`config.mk`:
```
export PLATFORM = sky130hd
export DESIGN_NAME = instr_prefetch_unit_flat
export DESIGN_NICKNAME = d
export VERILOG_FILES = /design/src/rtl/instr_prefetch_unit_if.sv /design/src/rtl/instr_prefetch_unit.sv /design/src/flat_wrapper.sv
export SDC_FILE = /design/constraint.sdc
export NUM_CORES = 1
export LEC_CHECK = 0
export CAP_MARGIN = 40
export CORE_MARGIN = 3
export CORE_UTILIZATION = 40
export CTS_CLUSTER_SIZE = 10
export DETAILED_ROUTE_END_ITERATION = 16
export GPL_TIMING_DRIVEN = 0
export MAX_ROUTING_LAYER = met4
export PLACE_DENSITY = 0.66
export SETUP_SLACK_MARGIN = 0.3
export SLEW_MARGIN = 10
export SYNTH_ARGS = -nofsm -noshare
export SYNTH_HDL_FRONTEND = slang
export SYNTH_SLANG_ARGS = --single-unit
```
`constraint.sdc`:
```
create_clock -name clk -period 5.03 [get_ports clk]
set_input_delay 0.7545 -clock clk [delete_from_list [all_inputs] [get_ports clk]]
set_output_delay 0.7545 -clock clk [all_outputs]
set_load 0.01 [all_outputs]
```
`src/rtl/instr_prefetch_unit_if.sv`:
```
// Bundle of the fetch-side memory port, the redirect input and the decode handshake
// for instr_prefetch_unit; master is the prefetch unit, slave is its environment.
interface instr_prefetch_unit_if #(
    parameter int XLEN = 32
);
    logic            mem_req;
    logic            mem_we;
    logic [XLEN-1:0] mem_addr;
    logic            mem_rdy;
    logic            mem_valid;
    logic [XLEN-1:0] mem_rdata;
    logic            redirect;
    logic [XLEN-1:0] redirect_pc;
    logic            id_valid;
    logic [XLEN-1:0] id_instr;
    logic [XLEN-1:0] id_pc;
    logic            id_ready;

    modport master (
        output mem_req, mem_we, mem_addr,
        input  mem_rdy, mem_valid, mem_rdata,
        input  redirect, redirect_pc,
        output id_valid, id_instr, id_pc,
        input  id_ready
    );

    modport slave (
        input  mem_req, mem_we, mem_addr,
        output mem_rdy, mem_valid, mem_rdata,
        output redirect, redirect_pc,
        input  id_valid, id_instr, id_pc,
        output id_ready
    );
endinterface

```
`src/rtl/instr_prefetch_unit.sv`:
```
// Instruction prefetch front-end: credit-limited in-order fetch, instruction queue, redirect flush.
// Optional macro FETCH_PERF_CNT_EN adds saturating perf_fetched / perf_dropped counters.
module instr_prefetch_unit #(
    parameter int                XLEN            = 32,
    parameter logic [XLEN-1:0]   RESET_PC        = '0,
    parameter int                IBUF_DEPTH      = 4,
    parameter int                MAX_OUTSTANDING = 2
) (
    input  logic                 clk,
    input  logic                 rst,
    instr_prefetch_unit_if.master bus
`ifdef FETCH_PERF_CNT_EN
    ,
    output logic [XLEN-1:0]      perf_fetched,
    output logic [XLEN-1:0]      perf_dropped
`endif
);
    localparam int PTR_W = $clog2(IBUF_DEPTH);
    localparam int CNT_W = $clog2(IBUF_DEPTH + 1);
    localparam int OUT_W = $clog2(MAX_OUTSTANDING + 1);

    localparam logic [1:0] ST_IDLE  = 2'd0;
    localparam logic [1:0] ST_FETCH = 2'd1;
    localparam logic [1:0] ST_FLUSH = 2'd2;

    localparam logic [CNT_W:0]   DEPTH_C = (CNT_W + 1)'(IBUF_DEPTH);
    localparam logic [OUT_W-1:0] MAXO_C  = OUT_W'(MAX_OUTSTANDING);

    logic [1:0]       state_q, state_d;
    logic [XLEN-1:0]  fetch_pc_q, fetch_pc_d;
    logic [OUT_W-1:0] outstanding_q, outstanding_d;
    logic [OUT_W-1:0] drop_cnt_q, drop_cnt_d;
    logic [PTR_W-1:0] wr_ptr_q, wr_ptr_d;
    logic [PTR_W-1:0] rd_ptr_q, rd_ptr_d;
    logic [CNT_W-1:0] count_q, count_d;
    logic [XLEN-1:0]  ent_instr_q [IBUF_DEPTH];
    logic [XLEN-1:0]  ent_instr_d [IBUF_DEPTH];
    logic [XLEN-1:0]  ent_pc_q    [IBUF_DEPTH];
    logic [XLEN-1:0]  ent_pc_d    [IBUF_DEPTH];

    logic             credit;
    logic             issue;
    logic             rsp_accept;
    logic             push;
    logic             pop;
    logic             drop_evt;
    logic [CNT_W:0]   occupancy;
    logic [XLEN-1:0]  rsp_pc;
    logic [IBUF_DEPTH-1:0] wr_en;

    assign occupancy  = {1'b0, count_q} + (CNT_W + 1)'(outstanding_q);
    assign credit     = (occupancy < DEPTH_C) && (outstanding_q < MAXO_C);
    assign bus.mem_req  = (state_q == ST_FETCH) && credit && !bus.redirect;
    assign bus.mem_we   = 1'b0;
    assign bus.mem_addr = fetch_pc_q;
    assign issue      = bus.mem_req && bus.mem_rdy;
    assign rsp_accept = bus.mem_valid && (outstanding_q != '0);
    assign push       = rsp_accept && (drop_cnt_q == '0) && !bus.redirect;
    assign pop        = bus.id_valid && bus.id_ready && !bus.redirect;
    assign drop_evt   = rsp_accept && ((drop_cnt_q != '0) || bus.redirect);

    // Outside a flush every in-flight read is live and sequential, so the oldest one
    // belongs to fetch_pc minus four bytes per outstanding request.
    assign rsp_pc = fetch_pc_q - (XLEN'(outstanding_q) << 2);

    assign bus.id_valid = (count_q != '0);
    assign bus.id_instr = ent_instr_q[rd_ptr_q];
    assign bus.id_pc    = ent_pc_q[rd_ptr_q];

    for (genvar gi = 0; gi < IBUF_DEPTH; gi++) begin : g_wr_en
        assign wr_en[gi] = push && (wr_ptr_q == PTR_W'(gi));
    end

    always_comb begin
        for (int i = 0; i < IBUF_DEPTH; i++) begin
            ent_instr_d[i] = wr_en[i] ? bus.mem_rdata : ent_instr_q[i];
            ent_pc_d[i]    = wr_en[i] ? rsp_pc        : ent_pc_q[i];
        end
    end

    always_comb begin
        state_d       = state_q;
        fetch_pc_d    = fetch_pc_q;
        outstanding_d = outstanding_q;
        drop_cnt_d    = drop_cnt_q;
        wr_ptr_d      = wr_ptr_q;
        rd_ptr_d      = rd_ptr_q;
        count_d       = count_q;
        if (bus.redirect) begin
            // A response arriving in the redirect cycle is already accounted for here.
            fetch_pc_d    = {bus.redirect_pc[XLEN-1:2], 2'b00};
            outstanding_d = outstanding_q - OUT_W'(rsp_accept);
            drop_cnt_d    = outstanding_q - OUT_W'(rsp_accept);
            wr_ptr_d      = '0;
            rd_ptr_d      = '0;
            count_d       = '0;
            state_d       = (drop_cnt_d != '0) ? ST_FLUSH : ST_FETCH;
        end else begin
            if (issue) begin
                fetch_pc_d = fetch_pc_q + XLEN'(4);
            end
            outstanding_d = outstanding_q + OUT_W'(issue) - OUT_W'(rsp_accept);
            if (rsp_accept && (drop_cnt_q != '0)) begin
                drop_cnt_d = drop_cnt_q - OUT_W'(1);
            end
            if (push) begin
                wr_ptr_d = wr_ptr_q + PTR_W'(1);
            end
            if (pop) begin
                rd_ptr_d = rd_ptr_q + PTR_W'(1);
            end
            count_d = count_q + CNT_W'(push) - CNT_W'(pop);
            case (state_q)
                ST_IDLE:  state_d = ST_FETCH;
                ST_FLUSH: state_d = (drop_cnt_d == '0) ? ST_FETCH : ST_FLUSH;
                default:  state_d = ST_FETCH;
            endcase
        end
    end

    always_ff @(posedge clk or negedge rst) begin
        if (!rst) begin
            state_q       <= ST_IDLE;
            fetch_pc_q    <= RESET_PC;
            outstanding_q <= '0;
            drop_cnt_q    <= '0;
            wr_ptr_q      <= '0;
            rd_ptr_q      <= '0;
            count_q       <= '0;
            for (int i = 0; i < IBUF_DEPTH; i++) begin
                ent_instr_q[i] <= '0;
                ent_pc_q[i]    <= '0;
            end
        end else begin
            state_q       <= state_d;
            fetch_pc_q    <= fetch_pc_d;
            outstanding_q <= outstanding_d;
            drop_cnt_q    <= drop_cnt_d;
            wr_ptr_q      <= wr_ptr_d;
            rd_ptr_q      <= rd_ptr_d;
            count_q       <= count_d;
            for (int i = 0; i < IBUF_DEPTH; i++) begin
                ent_instr_q[i] <= ent_instr_d[i];
                ent_pc_q[i]    <= ent_pc_d[i];
            end
        end
    end

`ifdef FETCH_PERF_CNT_EN
    logic [XLEN-1:0] perf_fetched_q, perf_fetched_d;
    logic [XLEN-1:0] perf_dropped_q, perf_dropped_d;

    always_comb begin
        perf_fetched_d = perf_fetched_q;
        perf_dropped_d = perf_dropped_q;
        if (pop && (perf_fetched_q != '1)) begin
            perf_fetched_d = perf_fetched_q + XLEN'(1);
        end
        if (drop_evt && (perf_dropped_q != '1)) begin
            perf_dropped_d = perf_dropped_q + XLEN'(1);
        end
    end

    always_ff @(posedge clk or negedge rst) begin
        if (!rst) begin
            perf_fetched_q <= '0;
            perf_dropped_q <= '0;
        end else begin
            perf_fetched_q <= perf_fetched_d;
            perf_dropped_q <= perf_dropped_d;
        end
    end

    assign perf_fetched = perf_fetched_q;
    assign perf_dropped = perf_dropped_q;
`else
    logic unused_drop_evt;
    assign unused_drop_evt = drop_evt;
`endif
endmodule

```
`src/flat_wrapper.sv`:
```
// flat-port wrapper written by rule: the top's interface ports become plain ports
module instr_prefetch_unit_flat 
#(
    parameter int                XLEN            = 32,
    parameter logic [XLEN-1:0]   RESET_PC        = '0,
    parameter int                IBUF_DEPTH      = 4,
    parameter int                MAX_OUTSTANDING = 2
)
  (clk, rst, bus_mem_req, bus_mem_we, bus_mem_addr, bus_mem_rdy, bus_mem_valid, bus_mem_rdata, bus_redirect, bus_redirect_pc, bus_id_valid, bus_id_instr, bus_id_pc, bus_id_ready);
  instr_prefetch_unit_if #(.XLEN(XLEN)) bus_i ();
  input  logic clk;
  input  logic rst;
  output wire logic [$bits(bus_i.mem_req)-1:0] bus_mem_req;
  output wire logic [$bits(bus_i.mem_we)-1:0] bus_mem_we;
  output wire logic [$bits(bus_i.mem_addr)-1:0] bus_mem_addr;
  input wire logic [$bits(bus_i.mem_rdy)-1:0] bus_mem_rdy;
  input wire logic [$bits(bus_i.mem_valid)-1:0] bus_mem_valid;
  input wire logic [$bits(bus_i.mem_rdata)-1:0] bus_mem_rdata;
  input wire logic [$bits(bus_i.redirect)-1:0] bus_redirect;
  input wire logic [$bits(bus_i.redirect_pc)-1:0] bus_redirect_pc;
  output wire logic [$bits(bus_i.id_valid)-1:0] bus_id_valid;
  output wire logic [$bits(bus_i.id_instr)-1:0] bus_id_instr;
  output wire logic [$bits(bus_i.id_pc)-1:0] bus_id_pc;
  input wire logic [$bits(bus_i.id_ready)-1:0] bus_id_ready;
  assign bus_mem_req = bus_i.mem_req;
  assign bus_mem_we = bus_i.mem_we;
  assign bus_mem_addr = bus_i.mem_addr;
  assign bus_i.mem_rdy = bus_mem_rdy;
  assign bus_i.mem_valid = bus_mem_valid;
  assign bus_i.mem_rdata = bus_mem_rdata;
  assign bus_i.redirect = bus_redirect;
  assign bus_i.redirect_pc = bus_redirect_pc;
  assign bus_id_valid = bus_i.id_valid;
  assign bus_id_instr = bus_i.id_instr;
  assign bus_id_pc = bus_i.id_pc;
  assign bus_i.id_ready = bus_id_ready;
  instr_prefetch_unit #(.XLEN(XLEN), .RESET_PC(RESET_PC), .IBUF_DEPTH(IBUF_DEPTH), .MAX_OUTSTANDING(MAX_OUTSTANDING)) u_core (.clk(clk), .rst(rst), .bus(bus_i));
endmodule
```
==> metrics <==
CP Capture Type output port; core area 0.03378 mm^2; Post-CTS Repair Setup Buffers 0; HP Class in2async; Die W 192.1 um; All-Layer GR Usage 21.59%; drt wl/cell 18.32 um; slew margin rel. 47.45%; Starting Density 40.99%; commonest non-fill, non-tap cell in the layout nand2_1; die area 0.03689 mm^2; Iteration-0 DRC Markers 736; Sw Ratio 31.34%; critical path peak fanout 10; Core Rows 67; commonest cells after routing, fill and taps aside 543 x nand2_1, 291 x dfrtp_1, 159 x clkdlybuf4s50_1; Tmin final 3.770 ns; clk slew on worst S/H paths 0.05 ns; Leak 7.791 nW; Startpoint Class flop; critical path's top delay family buffers and inverters; post-synth top area cell dfrtp_1; I/O pin cnt 169; Post-synth EDFFs 0; global-route wire length before repair 61320 um; synth warn 0; critical path class reg2out; sequential share of the synthesized area 52.59%; largest net degree at the start of global routing 98; Synth cell types 54; post-DP HPWL 26020 um; clk buf depth 3; Avg Cell Area, Syn 9.835 um^2; setup slack after layout 1.260 ns; synth top area cells dfrtp_1 53%, nand2_1 15%, mux4_2 10%, o21ai_0 5.0%, xnor2_1 2.0%; clock share of power 27.8%; peak supply drop 0.2700 mV; max_cap viols 0; iteration count of the initial detailed-routing pass 5; worst-case hold slack 0.1697 ns; Slew @ Worst Pin 0.7882 ns; antenna violations before repair 0; Power Internal 5.824 mW; largest stage delay on the critical path 0.59 ns; ANT cells 0; Post-DRT Antenna Nets 0; # clock sinks 291; Final nets 1698; pwr/cell area 494.1 mW/mm^2; Fmax 0.2653 GHz; Fin Setup TNS 0 ns; # hold bufs at CTS 0; routability cong. 0.9005; Vias 11050; FF+latch area 0.007282 mm^2; Final Max Slew Viols 0; Skew-Pair Late Insertion Delay 0.51 ns; area occupied by multi-input gates 0.006058 mm^2; vias in the first global route 11270; vias per std cell 5.327; Port Buffers 160; Final period util 74.94%; # H-tree levels 2; Synth async-reset ratio 100.0%; CTS tree built; Slowest cell on crit path clkbuf_1; Root Driver clkbuf_16; flop and latch count out of synthesis 291; Worst Path Buf+Inv 3; Net Sw Power 2.658 mW; ratio of cells with drive above 1 in the final layout 10.52%; cells after synthesis 1408; RSZ-0062 raised after global routing no; Overflow after GRT 0; dpl ws 1.687 ns; Synth Flop Type dfrtp_1; WL final 38000 um; arrival time worst endpoint 3.02 ns; Post-Synthesis Cell Area 0.01385 mm^2; CP required 4.28 ns; DRC 0; Die Y 192.1 um; Seq pwr share 38.3%; Final Skew 0.02402 ns; combinational share of power 33.9%; area delta synth->final 23.97%; Setup-failing EPs final 0; fillers 3081; CTS Buf Count 36; Final Hold Vio Count 0; cells along the critical path clkbuf_1 -> buf_2 -> mux4_2 -> clkdlybuf4s50_1; CTS resizes 0; Synth top area share 52.59%; outcome complete, no violations
==> cell type report <==
cell class	count	share of cell area [%]
buffer	105	2.668
clock buffer	48	5.867
clock inverter	3	0.2770
inverter	17	0.3717
multi-input combinational	999	35.29
sequential	291	42.42
tap	448	3.265
timing repair buffer	163	9.840
==> stage by stage <==
step	util (%)	power, mW	cells	cell area [um^2]
after floorplan	-	4.814	1412	13860
after global placement	47.43	6.092	2020	16020
after detailed placement	47.69	6.171	2023	16110
after CTS	50.81	8.575	2074	17170
after global routing	50.81	9.000	2074	17170
final	50.81	8.482	2074	17170
==> sequential cells by signal, indices dropped and copies added (netlist names) <==
name / flops
u_core.bus.mem_addr: 30
u_core.count_q: 3
u_core.drop_cnt_q: 2
u_core.ent_instr_q: 128
u_core.ent_pc_q: 120
u_core.outstanding_q: 2
u_core.rd_ptr_q: 2
u_core.state_q: 2
u_core.wr_ptr_q: 2
==> cell families (layout without fill, tap and decap cells) <==
logic type / Yosys count / after routing / synth area share, %
simple gates: 686 / 686 / 21.40
fa+ha+maj: 15 / 15 / 1.464
compound gates: 178 / 178 / 7.193
flops: 291 / 291 / 52.59
buf+inv: 122 / 336 / 3.768
other cells: 1 / 5 / 0.02708
mux: 71 / 71 / 10.78
xor+xnor: 44 / 44 / 2.783
==> layer usage <==
layer | track usage [%] | up-vias | part of all wire, %
met5 | - | - | 0
met4 | 5.800 | 0 | 2.1
met3 | 3.541 | 60 | 6.2
met2 | 33.32 | 355 | 46
met1 | 29.92 | 5489 | 45
li1 | - | 5144 | -
==> synthesized netlist by cell type (14+ instances only) <==
| library cell | number |
|---|---|
| buf_2 | 32 |
| o21ai_0 | 138 |
| mux4_2 | 62 |
| inv_1 | 16 |
| xnor2_1 | 31 |
| nand3_1 | 23 |
| nor2_1 | 27 |
| nand4_1 | 14 |
| clkbuf_1 | 64 |
| dfrtp_1 | 291 |
| nand2_1 | 543 |
==> path summary, 6_finish.rpt <==
| check | from | end | slack (ns) | cells past startpoint |
|---|---|---|---|---|
| worst max-delay path | u_core.rd_ptr_q[0]$_DFFE_PN0P_ | bus_id_pc[19] | 1.26 | 4 |
| worst min-delay path | rst | u_core.ent_pc_q[100]$_DFFE_PN0P_ | 0.17 | 1 |
| worst max register to register | u_core.bus.mem_addr[2]$_DFFE_PN0P_ | u_core.ent_pc_q[56]$_DFFE_PN0P_ | 2.28 | 8 |
| worst min register to register | u_core.ent_instr_q[62]$_DFFE_PN0P_ | u_core.ent_instr_q[62]$_DFFE_PN0P_ | 0.47 | 2 |
| max in group asynchronous | rst | u_core.ent_instr_q[87]$_DFFE_PN0P_ | 3.69 | 3 |
| min in group clk | u_core.ent_instr_q[62]$_DFFE_PN0P_ | u_core.ent_instr_q[62]$_DFFE_PN0P_ | 0.47 | 2 |
==> power by group through the flow <==
| stage | logic, mW | registers, mW | clock network, mW |
|---|---|---|---|
| 2_1_floorplan | 1.63 | 3.18 | 0 |
| 3_3_place_gp | 2.83 | 3.26 | 0 |
| 3_5_place_dp | 2.90 | 3.28 | 0 |
| 4_1_cts | 2.91 | 3.25 | 2.42 |
| 5_1_grt | 3.16 | 3.32 | 2.52 |
| 6_report | 2.87 | 3.25 | 2.36 |
Power figures use the tool's default switching activity.
